===== config.mk =====
export PLATFORM = sky130hd
export DESIGN_NAME = serial_adder
export DESIGN_NICKNAME = d
export VERILOG_FILES = /design/src/rtl/serial_adder_pkg.sv /design/src/rtl/full_addr.sv /design/src/rtl/half_addr.sv /design/src/rtl/serial_adder.sv
export SDC_FILE = /design/constraint.sdc
export NUM_CORES = 1
export LEC_CHECK = 0
export ABC_CLOCK_PERIOD_IN_PS = 1310
export BUFFER_PORTS_ARGS = -buffer_cell sky130_fd_sc_hd__buf_2
export CORE_ASPECT_RATIO = 0.6
export CORE_MARGIN = 8
export CORE_UTILIZATION = 48
export CTS_BUF_LIST = sky130_fd_sc_hd__clkbuf_8 sky130_fd_sc_hd__clkbuf_16
export CTS_CLUSTER_DIAMETER = 40
export DETAILED_ROUTE_END_ITERATION = 10
export PLACE_DENSITY = 0.82
export RECOVER_POWER = 25
export SETUP_SLACK_MARGIN = 0.2
export SYNTH_ARGS = -nofsm -noshare
export SYNTH_HDL_FRONTEND = slang
export SYNTH_SLANG_ARGS = --single-unit

===== constraint.sdc =====
create_clock -name clk -period 1.31 [get_ports clk]
set_clock_uncertainty 0.05 [all_clocks]
set_input_delay 0.0655 -clock clk [delete_from_list [all_inputs] [get_ports clk]]
set_output_delay 0.0655 -clock clk [all_outputs]
set_load 0.01 [all_outputs]

===== src/rtl/serial_adder_pkg.sv =====
// Shared state encoding and sizing helpers for the bit-serial adder.
package serial_adder_pkg;

  typedef enum logic [1:0] {
    IDLE = 2'b00,
    RUN  = 2'b01,
    DONE = 2'b10
  } state_t;

  localparam int unsigned DEFAULT_WIDTH = 8;

  function automatic int unsigned cnt_width(input int unsigned w);
    return (w > 1) ? $clog2(w) : 1;
  endfunction

endpackage


===== src/rtl/full_addr.sv =====
// One-bit full adder composed from two half-adder cells.
module full_addr (
  input  logic in1,
  input  logic in2,
  input  logic cin,
  output logic out,
  output logic cout
);

  logic p;
  logic g0;
  logic g1;

  half_addr u_ha0 (.in1(in1), .in2(in2), .out(p),   .cout(g0));
  half_addr u_ha1 (.in1(p),   .in2(cin), .out(out), .cout(g1));

  assign cout = g0 | g1;

endmodule


===== src/rtl/half_addr.sv =====
// One-bit half-adder cell.
module half_addr (
  input  logic in1,
  input  logic in2,
  output logic out,
  output logic cout
);

  assign out  = in1 ^ in2;
  assign cout = in1 & in2;

endmodule


===== src/rtl/serial_adder.sv =====
// Bit-serial WIDTH-bit adder, LSB first, one bit per clock, with start/busy/done handshake.
module serial_adder
  import serial_adder_pkg::*;
#(
  parameter int unsigned WIDTH = DEFAULT_WIDTH
) (
  input  logic             clk,
  input  logic             rst,
  input  logic             start,
  input  logic [WIDTH-1:0] a,
  input  logic [WIDTH-1:0] b,
  input  logic             cin,
  output logic             busy,
  output logic             done,
  output logic [WIDTH-1:0] sum,
  output logic             cout
);

  localparam int unsigned    CW   = cnt_width(WIDTH);
  localparam logic [CW-1:0] LAST = CW'(WIDTH - 1);

  state_t           state;
  state_t           state_next;
  logic [WIDTH-1:0] a_sh;
  logic [WIDTH-1:0] b_sh;
  logic [WIDTH-1:0] s_sh;
  logic [WIDTH-1:0] sh_next;
  logic             carry;
  logic [CW-1:0]    cnt;
  logic             s;
  logic             co;
  logic             capture;
  logic             step;
  logic             finish;

  full_addr u_fa (
    .in1  (a_sh[0]),
    .in2  (b_sh[0]),
    .cin  (carry),
    .out  (s),
    .cout (co)
  );

  // Shift-then-insert form keeps WIDTH=1 legal (no s_sh[WIDTH-1:1] slice).
  always_comb begin
    sh_next          = s_sh >> 1;
    sh_next[WIDTH-1] = s;
  end

  always_comb begin
    state_next = state;
    capture    = 1'b0;
    step       = 1'b0;
    finish     = 1'b0;
    busy       = 1'b0;
    done       = 1'b0;
    case (state)
      IDLE: begin
        if (start) begin
          capture    = 1'b1;
          state_next = RUN;
        end
      end
      RUN: begin
        busy = 1'b1;
        step = 1'b1;
        if (cnt == LAST) begin
          finish     = 1'b1;
          state_next = DONE;
        end
      end
      DONE: begin
        done = 1'b1;
        if (start) begin
          capture    = 1'b1;
          state_next = RUN;
        end else begin
          state_next = IDLE;
        end
      end
      default: state_next = IDLE;
    endcase
  end

  always_ff @(posedge clk) begin
    if (!rst) state <= IDLE;
    else      state <= state_next;
  end

  always_ff @(posedge clk) begin
    if (!rst) begin
      a_sh  <= '0;
      b_sh  <= '0;
      s_sh  <= '0;
      carry <= 1'b0;
      cnt   <= '0;
      sum   <= '0;
      cout  <= 1'b0;
    end else begin
      if (capture) begin
        a_sh  <= a;
        b_sh  <= b;
        carry <= cin;
        cnt   <= '0;
      end else if (step) begin
        a_sh  <= a_sh >> 1;
        b_sh  <= b_sh >> 1;
        s_sh  <= sh_next;
        carry <= co;
        cnt   <= cnt + CW'(1);
      end
      if (finish) begin
        sum  <= sh_next;
        cout <= co;
      end
    end
  end

endmodule


-- Yosys cells after proc, flatten, opt, wreduce, memory -nomap -nowiden
Cells that the tools add are included.
- word-level logic and storage cells: 43
- output and inout port bits: 11
- register bits: 39
- add/subtract/negate cells: 1
- muxes and demuxes: 16
- reductions and logical operators: 6
- bitwise operators: 7
- equal/unequal tests: 5
- operators with widths (cell ; count):
    $mux 8 ; 4
    $mux 1 ; 9
    $pmux 2 s3 ; 1
    $mux 2 ; 2
    $ne 2x2->1 const B ; 2
    $reduce_and 2->1 ; 2
    $reduce_or 2->1 ; 2
    $add 3x1->3 const B ; 1
    $eq 3x3->1 const B ; 1
    $and 1x1->1 ; 2
    $eq 2x1->1 const B ; 1
    $eq 2x2->1 const B ; 1
    $logic_not 2->1 ; 1
    $not 1->1 ; 2
    $reduce_bool 2->1 ; 1
    $xor 1x1->1 ; 2
    $or 1x1->1 ; 1

-- Longest topological paths before layout
Gate-level depths: netlist (run 1).
- word-level depth: 5
- mapped depth: 6
- mapped depth without buffers: 5

-- Cells and area by module
Synthesis (run 1) repeated with hierarchy kept, for this count alone.
- cells, all modules: 185
- area total of the unflattened synthesis: 1564.0 um^2
- modules (own cells, without submodules) (module ; area each (um^2) ; instances ; cells an instance):
    serial_adder ; 1532.7 ; 1 ; 182
    half_addr ; 12.5 ; 2 ; 1
    full_addr ; 6.3 ; 1 ; 1

-- Worst setup path after synthesis (run 1)
Ideal clock, no wire load.
- path type: register to register
- start: reg cnt[0]
- end: reg cout
- arrival: 1.114 ns
- buffers on the path: 1
- slack: 0.071 ns
- stages on the path, launching flop included: 6
- period minus slack after synthesis: 1.239 ns
- setup time: 0.076 ns
- cells stage by stage: dfxtp_1 ha_1 ha_1 clkbuf_1 nand3_1 a21boi_0
- cells in the longest elaborated chain, start to end: 3
- ends and longest elaborated chain (item ; RTL line ; RTL):
    start: declaration ; serial_adder.sv:29 ; logic [CW-1:0] cnt;
    start signal: assignment ; serial_adder.sv:110 ; cnt <= cnt + CW'(1);
    $eq 3x3->1 ; serial_adder.sv:67 ; if (cnt == LAST) begin
    $mux 1 ; serial_adder.sv:67 ;
    $mux 1 ; serial_adder.sv:57 ; case (state)
    end signal: assignment ; serial_adder.sv:114 ; cout <= co;
    end: declaration ; serial_adder.sv:16 ; output logic cout
No other way between the ends.
A chain may end at the register's enable or synchronous reset.

-- Worst setup path after layout (run 1)
- start: reg carry
- end: reg sum[7]
- cells in the longest elaborated chain, start to end: 1
- ends and longest elaborated chain (item ; RTL line ; RTL):
    start: declaration ; serial_adder.sv:28 ; logic carry;
    start signal: assignment ; serial_adder.sv:103 ; carry <= cin;
    start signal: assignment ; serial_adder.sv:109 ; carry <= co;
    $xor 1x1->1 ; half_addr.sv:9 ; assign out = in1 ^ in2;
    named net s ; serial_adder.sv:30 ; logic s;
    end signal: assignment ; serial_adder.sv:113 ; sum <= sh_next;
    end: declaration ; serial_adder.sv:15 ; output logic [WIDTH-1:0] sum,
The timed path passes the listed nets, and every way through them passes these cells.

==> results of run 1 <==
==> routing by layer <==
metal  GRT usage  wire length (µm)  share of wire  vias up
met3      0.0469               528          0.097       18
met1       0.195              2200           0.41      784
met5           0                 0              0        -
met2       0.239              2540           0.47      101
li1            -                 -              -      732
met4      0.0634               159          0.029        0
==> state kept, by name (all words and copies together) (netlist names) <==
| name | count |
|---|---|
| cout | 1 |
| sum | 8 |
| cnt | 3 |
| carry | 1 |
| s_sh | 7 |
| a_sh | 8 |
| state | 2 |
| b_sh | 8 |
==> kinds of logic (layout without fill, tap and decap cells) <==
family,after synthesis,in the layout,synth area share
DFF,38,38,0.483
xor gates and xnor gates,1,1,0.00556
buffers and inverters,16,70,0.0738
and+or+nand+nor,78,78,0.210
adders and majority gates,3,3,0.0286
AOI/OAI and AO/OA,47,47,0.199
==> power by group <==
group / total, W / internal, W / switching [W]
clock: 0.000832 / 0.000417 / 0.000415
sequential: 0.00126 / 0.00121 / 0.0000446
combinational: 0.000485 / 0.000235 / 0.000250
total: 0.00257 / 0.00186 / 0.000710
==> cells in the final DEF, fill, tap and decap left out, drive strengths merged <==
cell          n
a21boi       19
a21oi         3
a22oi         2
a31oi         9
and2          1
and3          1
buf          44
clkbuf       17
clkinv        3
dfxtp        38
dlygate4sd3   2
fa            1
ha            2
inv           4
nand2        50
nand2b        2
nand3        12
nand3b        1
nor2          5
nor2b         2
nor3          4
o21ai        10
o221ai        4
xnor2         1
==> stage by stage <==
| step | total power [W] | util | setup TNS [ps] | instances |
|---|---|---|---|---|
| 3_3_place_gp | 0.00152 | 0.551 | 0 | 249 |
| 2_1_floorplan | 0.00147 | - | 0 | 183 |
| 3_5_place_dp | 0.00153 | 0.551 | 0 | 249 |
| 5_1_grt | 0.00265 | 0.726 | -237 | 282 |
| 6_report | 0.00257 | 0.726 | -37.9 | 282 |
| 4_1_cts | 0.00240 | 0.633 | 0 | 264 |
==> cell type report <==
class / count / share of cell area
clock buffer: 6 / 0.0355
clock inverter: 2 / 0.00377
inverter: 1 / 0.00861
multi-input combinational: 129 / 0.363
sequential: 38 / 0.331
tap: 45 / 0.0242
timing repair buffer: 57 / 0.211
timing repair inverter: 4 / 0.0226
==> worst min-delay path by stage <==
stage | from | end | slack [ps] | cells past startpoint
floorplan | b[7] | b_sh[7] | 150 | 2
global placement | b[7] | b_sh[7] | 260 | 3
detailed placement | b[7] | b_sh[7] | 260 | 3
CTS | b[4] | b_sh[4] | 10 | 3
global route | b[5] | b_sh[5] | 7 | 3
finish | b[5] | b_sh[5] | 9 | 3
==> timing repair <==
action                                 CTS  global route
setup buffers                            2            13
gates resized for setup                 18            43
hold buffers                             2             0
pin swaps                                3            15
cloned                                   3             5
setup endpoints to repair               38            39
endpoints found under the hold margin    2             0
==> critical path, cell delays in order (launching register included) <==
cell,delay (ps)
dfxtp_2,340
fa_2,620
nand3_2,110
a21boi_2,150
==> run_results.csv, run 1 <==
group,metric,value,unit
run_status,status,"finished with violations",
run_status,violations,"negative setup slack",
finish,num_antenna_cells,0,
finish,nets,259,
placed_design,place_congestion,0.738,
sta,fin_crit_sh,1.02,
clocking,cts_sinks,38,
finish,multi_input_area,843,µm²
sta,clock.fmax,0.747,GHz
yosys,synth.area.top_cells,"dfxtp_1 (48%), nand2_1 (12%), a21boi_1 (5.7%), nand3_1 (3.8%), a31oi_1 (3.6%)",
drt,drc,0,
drt,postRouteAntennaNets,0,
floorplanning,coreArea,3200,µm²
sta,period_minus_slack,1340,ps
placed_design,dpl.hpwl,2.29,mm
sta,maxSlewHeadroom,0.740,
sta,rsz0062_at_grt,"true",
yosys,synth_seq_cells,38,
drt,dr.pass1.iters,4,
clocking,cts_max_level,2,
critical_path,cp-startpoint,"carry",
power,peakVddDrop,880,µV
clocking,clk_pin_slew,70,ps
finish,seq_area,771,µm²
yosys,synth_common_cells,"nand2_1 (50), dfxtp_1 (38), a21boi_1 (12), nand3_1 (12), a31oi_1 (9)",
finish,final_area,2330,µm²
global_routing,grt_max_degree,29,
power,leakagePower,0.916,nW
finish,n_fill_cell,212,
clocking,numCtsBuffers,5,
critical_path,cp.required,1490,ps
critical_path,startpoint_type,"flop",
yosys,synthMostInstantiatedCell,"nand2_1",
drt,wire_per_inst,19.3,µm
finish,area_growth,47.5,%
sta,hold_slack,8.74,ps
sta,tightest_slew,390,ps
yosys,ys_seq_area_frac,0.483,
critical_path,r2r_slack,-30,ps
critical_path,reg2reg_depth,3,
run,maxCapViolCount,0,
drt,routed-via-count,1635,
critical_path,r2r_end,"sum[7]",
yosys,syn_avg_cell_area,8.61,µm²
power,power_density,1110,nW/µm²
critical_path,critical_path.endpoint,"sum[7]",
global_routing,first_global_vias,1348,
yosys,synth_top_cell_by_area,"dfxtp_1",
global_routing,overflow,0,
floorplanning,rows,16,
clocking,clk_path_buf_depth,2,
placed_design,placed_area,1760,µm²
placed_design,port_buffers,30,
placed_design,pre_cts_ws,60.6,ps
yosys,synth_cell_type_count,27,
floorplanning,io_pins,31,
drt,wl,5.43,mm
sta,final-max-slew-violation-count,0,
sta,setup_viol,3,
sta,hold_viol,0,
drt,dr.first_iter.drc_count,191,
clocking,cts_root_buf,"clkbuf_8",
global_routing,track_usage,0.153,
yosys,ys.flop_type,"dfxtp_1",
floorplanning,start_util,0.492,
critical_path,crit_fanout,2,
global_routing,grt_pass1_wl,6.57,mm
yosys,synth-edff-count,0,
floorplanning,die_y,60.4,µm
floorplanning,dieArea,5430,µm²
min_path,hp-class,"in2reg",
yosys,synth_fp_nets,206,
yosys,syn_area,1580,µm²
yosys,syn_inst,183,
yosys,synth_top_area_share,0.483,
global_routing,grt_antenna_before_repair,0,
yosys,synthArstFlopShare,0,
critical_path,worstSetupPathType,"reg2reg",
floorplanning,die_w,90.0,µm
yosys,synth_warnings,0,
critical_path,worst_ep_arrival_time,1520,ps
sta,setup_slack,-28.6,ps
critical_path,worstSetupEndpointType,"flop",
drt,vias_per_cell,5.80,
critical_path,r2r_start,"carry",
finish,drive_above_1_share,0.384,
clocking,clock_latency,300,ps
clocking,cts_tree,"built",
(Power assumes the default switching activity.)
==> inputs of run 2 (changes only) <==
--- a/config.mk
+++ b/config.mk
@@ -13,6 +13,7 @@
 export CTS_BUF_LIST = sky130_fd_sc_hd__clkbuf_8 sky130_fd_sc_hd__clkbuf_16
 export CTS_CLUSTER_DIAMETER = 40
 export DETAILED_ROUTE_END_ITERATION = 10
+export MAX_ROUTING_LAYER = met4
 export PLACE_DENSITY = 0.82
 export RECOVER_POWER = 25
 export SETUP_SLACK_MARGIN = 0.2
==> run 2 against run 1 <==
Effect of this change: the run still ends with negative setup slack left; core utilization down 0.078 points; clock power down 0.6%; die area unchanged; global-route usage up 0.47 points; critical path depth up 2; power down 0.33%; worst setup slack worse by 2.1 ps; sequential cell count unchanged; via count up 0.55%; final area down 0.11%.
==> run_results.csv, run 2 (synthesized netlist as in run 1, its figures left out) <==
group,metric,value,unit
run_status,violations,"negative setup slack",
finish,final_common_cell,"nand2_1",
finish,layout_common_cells,"nand2_1 (42), dfxtp_1 (32), buf_2 (20), a21boi_1 (13), buf_4 (13)",
sta,setup_slack,-30.7,ps
drt,routed-via-count,1644,
power,clkPwrFrac,0.323,
finish,final_area,2320,µm²
critical_path,critical_path.endpoint,"carry",
clocking,cts_sinks,38,
finish,drive_above_1_share,0.380,
critical_path,startpoint_type,"flop",
global_routing,grt_antenna_before_repair,0,
floorplanning,start_util,0.492,
finish,final_cells,282,
power,p_int,0.00186,W
critical_path,r2r_slack,-30,ps
global_routing,track_usage,0.157,
critical_path,path_depth,5,
critical_path,cp_num_buf_inv,2,
drt,drc,0,
finish,area_growth,47.4,%
drt,postRouteAntennaNets,0,
finish,reg_top3,"a_sh: 8 flops, b_sh: 8 flops, sum: 8 flops",
power,peakVddDrop,837,µV
sta,hold_viol,0,
floorplanning,dieArea,5430,µm²
floorplanning,coreArea,3200,µm²
power,sw_frac_of_total,0.274,
finish,nets,259,
clocking,clk_pin_slew,70,ps
sta,tightest_slew,389,ps
run,maxCapViolCount,0,
placed_design,dp_cells,249,
placed_design,placed_area,1760,µm²
sta,final-max-slew-violation-count,0,
sta,hold_slack,7.36,ps
critical_path,cpMostUsedCell,"buf_12",
global_routing,first_global_vias,1357,
power,power.share.sequential,0.490,
sta,period_minus_slack,1340,ps
floorplanning,die_w,90.0,µm
placed_design,pre_cts_ws,60.6,ps
floorplanning,die_y,60.4,µm
critical_path,cp_top_family,"flip-flops",
global_routing,grt_pass1_wl,6.56,mm
power,leakagePower,0.916,nW
critical_path,crit_fanout,6,
global_routing,overflow,0,
critical_path,worst_ep_arrival_time,1500,ps
clocking,numCtsBuffers,5,
critical_path,critical_path.slowest_cell,"dfxtp_2",
critical_path,cpPeakStageDelay,350,ps
drt,dr.first_iter.drc_count,179,
power,p_sw,0.000702,W
drt,wire_per_inst,19.0,µm
placed_design,dpl.hpwl,2.29,mm
run_status,status,"finished with violations",
critical_path,reg2reg_depth,5,
critical_path,worstPathCellList,"nand2b_4, buf_12, buf_12, nand3_1, a21boi_1",
critical_path,worstSetupEndpointType,"flop",
min_path,hp-class,"in2reg",
clocking,clk_path_buf_depth,2,
critical_path,r2r_start,"state[1]",
drt,wl,5.37,mm
power,power_density,1100,nW/µm²
drt,dr.pass1.iters,4,
global_routing,grt_max_degree,29,
floorplanning,rows,16,
placed_design,port_buffers,30,
sta,maxSlewHeadroom,0.741,
floorplanning,io_pins,31,
critical_path,r2r_end,"carry",
clocking,cts_tree,"built",
clocking,clock_latency,290,ps
critical_path,cp.required,1470,ps
critical_path,worstSetupPathType,"reg2reg",
sta,rsz0062_at_grt,"true",
placed_design,place_congestion,0.747,
clocking,cts_max_level,2,
finish,num_antenna_cells,0,
critical_path,cp-startpoint,"state[1]",
clocking,cts_root_buf,"clkbuf_8",
sta,setup_viol,4,
power,p_comb_frac,0.188,
drt,vias_per_cell,5.83,
sta,fin_crit_sh,1.02,
sta,clock.fmax,0.746,GHz
==> run 2: how the worst min path moves through the flow <==
stage               depth (start not counted)       to  slack [ps]  from
CTS                                         3  b_sh[4]          10  b[4]
global route                                3  b_sh[5]           7  b[5]
finish                                      3  b_sh[5]           7  b[5]
detailed placement                          3  b_sh[7]         260  b[7]
global placement                            3  b_sh[7]         260  b[7]
floorplan                                   2  b_sh[7]         150  b[7]
==> run 2: worst reg2reg max path, stage by stage (launching register included) <==
cell and delay (ps):
dfxtp_2 350, nand2b_4 250, buf_12 190, buf_12 120, nand3_1 90, a21boi_1 190
==> run 2: metrics by stage <==
step,util,TNS (ps),total power (W)
final,0.725,-81.6,0.00256
after global routing,0.725,-182,0.00265
after CTS,0.633,0,0.00240
after detailed placement,0.551,0,0.00153
after global placement,0.551,0,0.00152
after floorplan,-,0,0.00147
==> run 2: cell type report <==
type                            count  area [µm²]
Clock buffer                        6        82.6
Clock inverter                      2        8.76
Fill cell                         211         880
Inverter                            1        20.0
Multi-Input combinational cell    129         841
Sequential cell                    38         771
Tap cell                           45        56.3
Timing Repair Buffer               57         492
Timing Repair inverter              4        52.6
==> run 2: timing repair <==
item                                    4_1_cts  5_1_grt
endpoints found under the setup margin       38       39
pin swaps                                     3       13
buffers inserted                              2       13
gates resized for setup                      18       42
gates cloned                                  3        5
hold buffers                                  2        0
hold endpoints to repair                      2        0
==> run 2: power by group through the flow <==
stage | Combinational (W) | Sequential [W] | Clock, W
final | 0.000482 | 0.00126 | 0.000827
after floorplan | 0.000202 | 0.00126 | 0
after global placement | 0.000254 | 0.00127 | 0
after detailed placement | 0.000257 | 0.00127 | 0
after global routing | 0.000504 | 0.00126 | 0.000890
after CTS | 0.000334 | 0.00125 | 0.000815
==> run 2: layer usage <==
metal,wire length [µm],track usage
met1,2310,0.195
met2,2480,0.242
met3,393,0.0432
met4,190,0.0634
met5,0,-
==> inputs of run 3 (changes only) <==
--- a/config.mk
+++ b/config.mk
@@ -19,4 +19,5 @@
 export SETUP_SLACK_MARGIN = 0.2
 export SYNTH_ARGS = -nofsm -noshare
 export SYNTH_HDL_FRONTEND = slang
+export SYNTH_HIERARCHICAL = 1
 export SYNTH_SLANG_ARGS = --single-unit
==> constraint.sdc (replaced) <==
create_clock -name clk -period 1.31 [get_ports clk]
set_clock_uncertainty 0.05 [all_clocks]
set_input_delay 0.131 -clock clk [delete_from_list [all_inputs] [get_ports clk]]
set_output_delay 0.131 -clock clk [all_outputs]
set_load 0.01 [all_outputs]
==> run 3 against run 2 <==
Effect of this change: first-iteration DRC count down 45%; synthesized cell count grew 1.1%; highest routed layer unchanged; the run now ends clean; largest cell class unchanged; sequential power about the same; cell count decreased by 2.5%; worst setup slack better by 86 ps; wire length is 26% lower; clock power down 12%; critical path type is now reg2out; count of clock-buffer cells in the layout fell by 1; critical endpoint is now busy; register-to-register slack improved by 100 ps.
==> run_results.csv, run 3 <==
group,metric,value,unit
yosys,synthArstFlopShare,0,
placed_design,place_congestion,0.727,
yosys,synth_top_area_share,0.486,
sta,final-max-slew-violation-count,0,
finish,drive_above_1_share,0.317,
drt,dr.pass1.iters,4,
global_routing,overflow,0,
yosys,syn_inst,185,
clocking,clk_path_buf_depth,2,
sta,rsz0062_at_grt,"true",
drt,dr.first_iter.drc_count,98,
clocking,cts_sinks,38,
yosys,synthMostInstantiatedCell,"nand2_1",
floorplanning,io_pins,31,
floorplanning,die_w,89.7,µm
placed_design,port_buffers,30,
drt,wl,3.97,mm
yosys,synth.area.top_cells,"dfxtp_1 (49%), nand2_1 (13%), a21boi_1 (6.2%), a31oi_1 (4.4%), o21ai_0 (3.8%)",
run_status,status,"finished clean",
finish,final_common_cell,"nand2_1",
global_routing,grt_antenna_before_repair,0,
critical_path,r2r_slack,70,ps
power,p_comb_frac,0.167,
power,power.share.sequential,0.527,
drt,wire_per_inst,14.4,µm
finish,layout_common_cells,"nand2_1 (48), dfxtp_1 (32), buf_2 (20), a21boi_1 (14), o21ai_0 (12)",
floorplanning,coreArea,3180,µm²
finish,post-route-util,0.677,
critical_path,worst_ep_arrival_time,1070,ps
floorplanning,rows,16,
yosys,synth_cell_type_count,24,
power,p_int,0.00177,W
power,leakagePower,0.835,nW
clocking,numCtsBuffers,5,
power,peakVddDrop,660,µV
finish,area_growth,37.8,%
yosys,synth-edff-count,0,
clocking,clock_latency,290,ps
sta,setup_viol,0,
floorplanning,start_util,0.491,
finish,reg_top3,"a_sh: 8 flops, b_sh: 8 flops, sum: 8 flops",
sta,fin_crit_sh,0.958,
critical_path,cp.required,1130,ps
yosys,ys.flop_type,"dfxtp_1",
clocking,cts_root_buf,"clkbuf_8",
placed_design,dp_cells,257,
drt,postRouteAntennaNets,0,
finish,nets,254,
sta,setup_tns,0,ps
yosys,syn_avg_cell_area,8.45,µm²
power,p_sw,0.000612,W
yosys,synth_common_cells,"nand2_1 (54), dfxtp_1 (38), a21boi_1 (13)",
yosys,synth_seq_cells,38,
drt,vias_per_cell,5.28,
critical_path,worstSetupPathType,"reg2out",
finish,num_antenna_cells,0,
power,clkPwrFrac,0.306,
finish,final_area,2160,µm²
yosys,ys_seq_area_frac,0.486,
yosys,syn_area,1560,µm²
floorplanning,die_y,60.2,µm
global_routing,grt_pass1_wl,6.06,mm
power,power_density,1110,nW/µm²
finish,n_fill_cell,265,
yosys,synth_warnings,6,
clocking,clk_pin_slew,70,ps
run,maxCapViolCount,0,
sta,tightest_slew,419,ps
global_routing,first_global_vias,1310,
placed_design,dpl.hpwl,2.39,mm
floorplanning,dieArea,5400,µm²
critical_path,crit_fanout,5,
clocking,cts_tree,"built",
sta,maxSlewHeadroom,0.721,
drt,drc,0,
power,sw_frac_of_total,0.257,
sta,hold_viol,0,
clocking,cts_max_level,2,
yosys,synth_top_cell_by_area,"dfxtp_1",
min_path,hp-class,"in2reg",
drt,routed-via-count,1451,
placed_design,placed_area,1820,µm²
yosys,synth_fp_nets,209,
global_routing,track_usage,0.153,
critical_path,startpoint_type,"flop",
finish,final_cells,275,
critical_path,worstSetupEndpointType,"output port",
sta,period_minus_slack,1260,ps
sta,clock.fmax,0.797,GHz
global_routing,grt_max_degree,28,
[run 3: changes by cell type after synthesis, sizes merged, moves of 2 or more]
cell and delta:
buf -2, a31oi +2, nand2 +4, ha +2, o21ai +2
[run 3: logic make-up after synthesis]
logic type / Yosys count / synth area share
compound gates: 48 / 0.200
simple gates: 80 / 0.217
flops: 38 / 0.486
buf+inv: 14 / 0.0592
fa+ha+maj: 4 / 0.0320
xor+xnor: 1 / 0.00560
[run 3: final cells by class]
type	count	area [µm²]	area share
clock inverter	2	7.51	0.00348
timing repair buffer	51	415	0.193
inverter	1	8.76	0.00406
multi-input combinational	133	828	0.384
tap	45	56.3	0.0261
sequential	38	771	0.358
clock buffer	5	68.8	0.0319
[run 3: critical path, cell delays in order (launching register included)]
cell,delay [ps]
dfxtp_2,320
nand2b_4,160
inv_6,90
buf_12,120
buf_6,90
[run 3: metrics by stage]
stage          total power (W)  worst slack (ps)  hold slack (ps)
6_report               0.00238              55.0             24.7
5_1_grt                0.00249              20.4             34.2
4_1_cts                0.00229              63.6             16.6
3_5_place_dp           0.00154              73.1              327
3_3_place_gp           0.00154               105              323
2_1_floorplan          0.00146               119              212
[run 3: power by group through the flow]
stage / clock, W / combinational [W] / sequential [W]
3_3_place_gp: 0 / 0.000267 / 0.00127
3_5_place_dp: 0 / 0.000271 / 0.00127
6_report: 0.000729 / 0.000398 / 0.00126
2_1_floorplan: 0 / 0.000193 / 0.00126
4_1_cts: 0.000744 / 0.000301 / 0.00125
5_1_grt: 0.000794 / 0.000436 / 0.00126
[run 3: repair_timing]
action	CTS	global route
hold buffers	0	0
gates resized for setup	12	29
buffers inserted	2	6
setup endpoints to repair	38	37
cloned	1	2
pin swaps	1	13
[run 3: worst paths after layout]
check	startpoint	endpoint	cells past startpoint
setup / recovery	state[1]	busy	4
hold / removal	b[7]	b_sh[7]	3
hold reg to reg	cout	cout	2
setup reg to reg	b_sh[0]	carry	5
[run 3: layer usage]
layer | wire length [µm] | part of all wire | global-route usage | vias up
li1 | - | - | - | 728
met1 | 1880 | 0.47 | 0.188 | 683
met2 | 1780 | 0.45 | 0.223 | 32
met3 | 206 | 0.052 | 0.0590 | 8
met4 | 97 | 0.024 | 0.0563 | 0
met5 | 0 | 0 | - | -
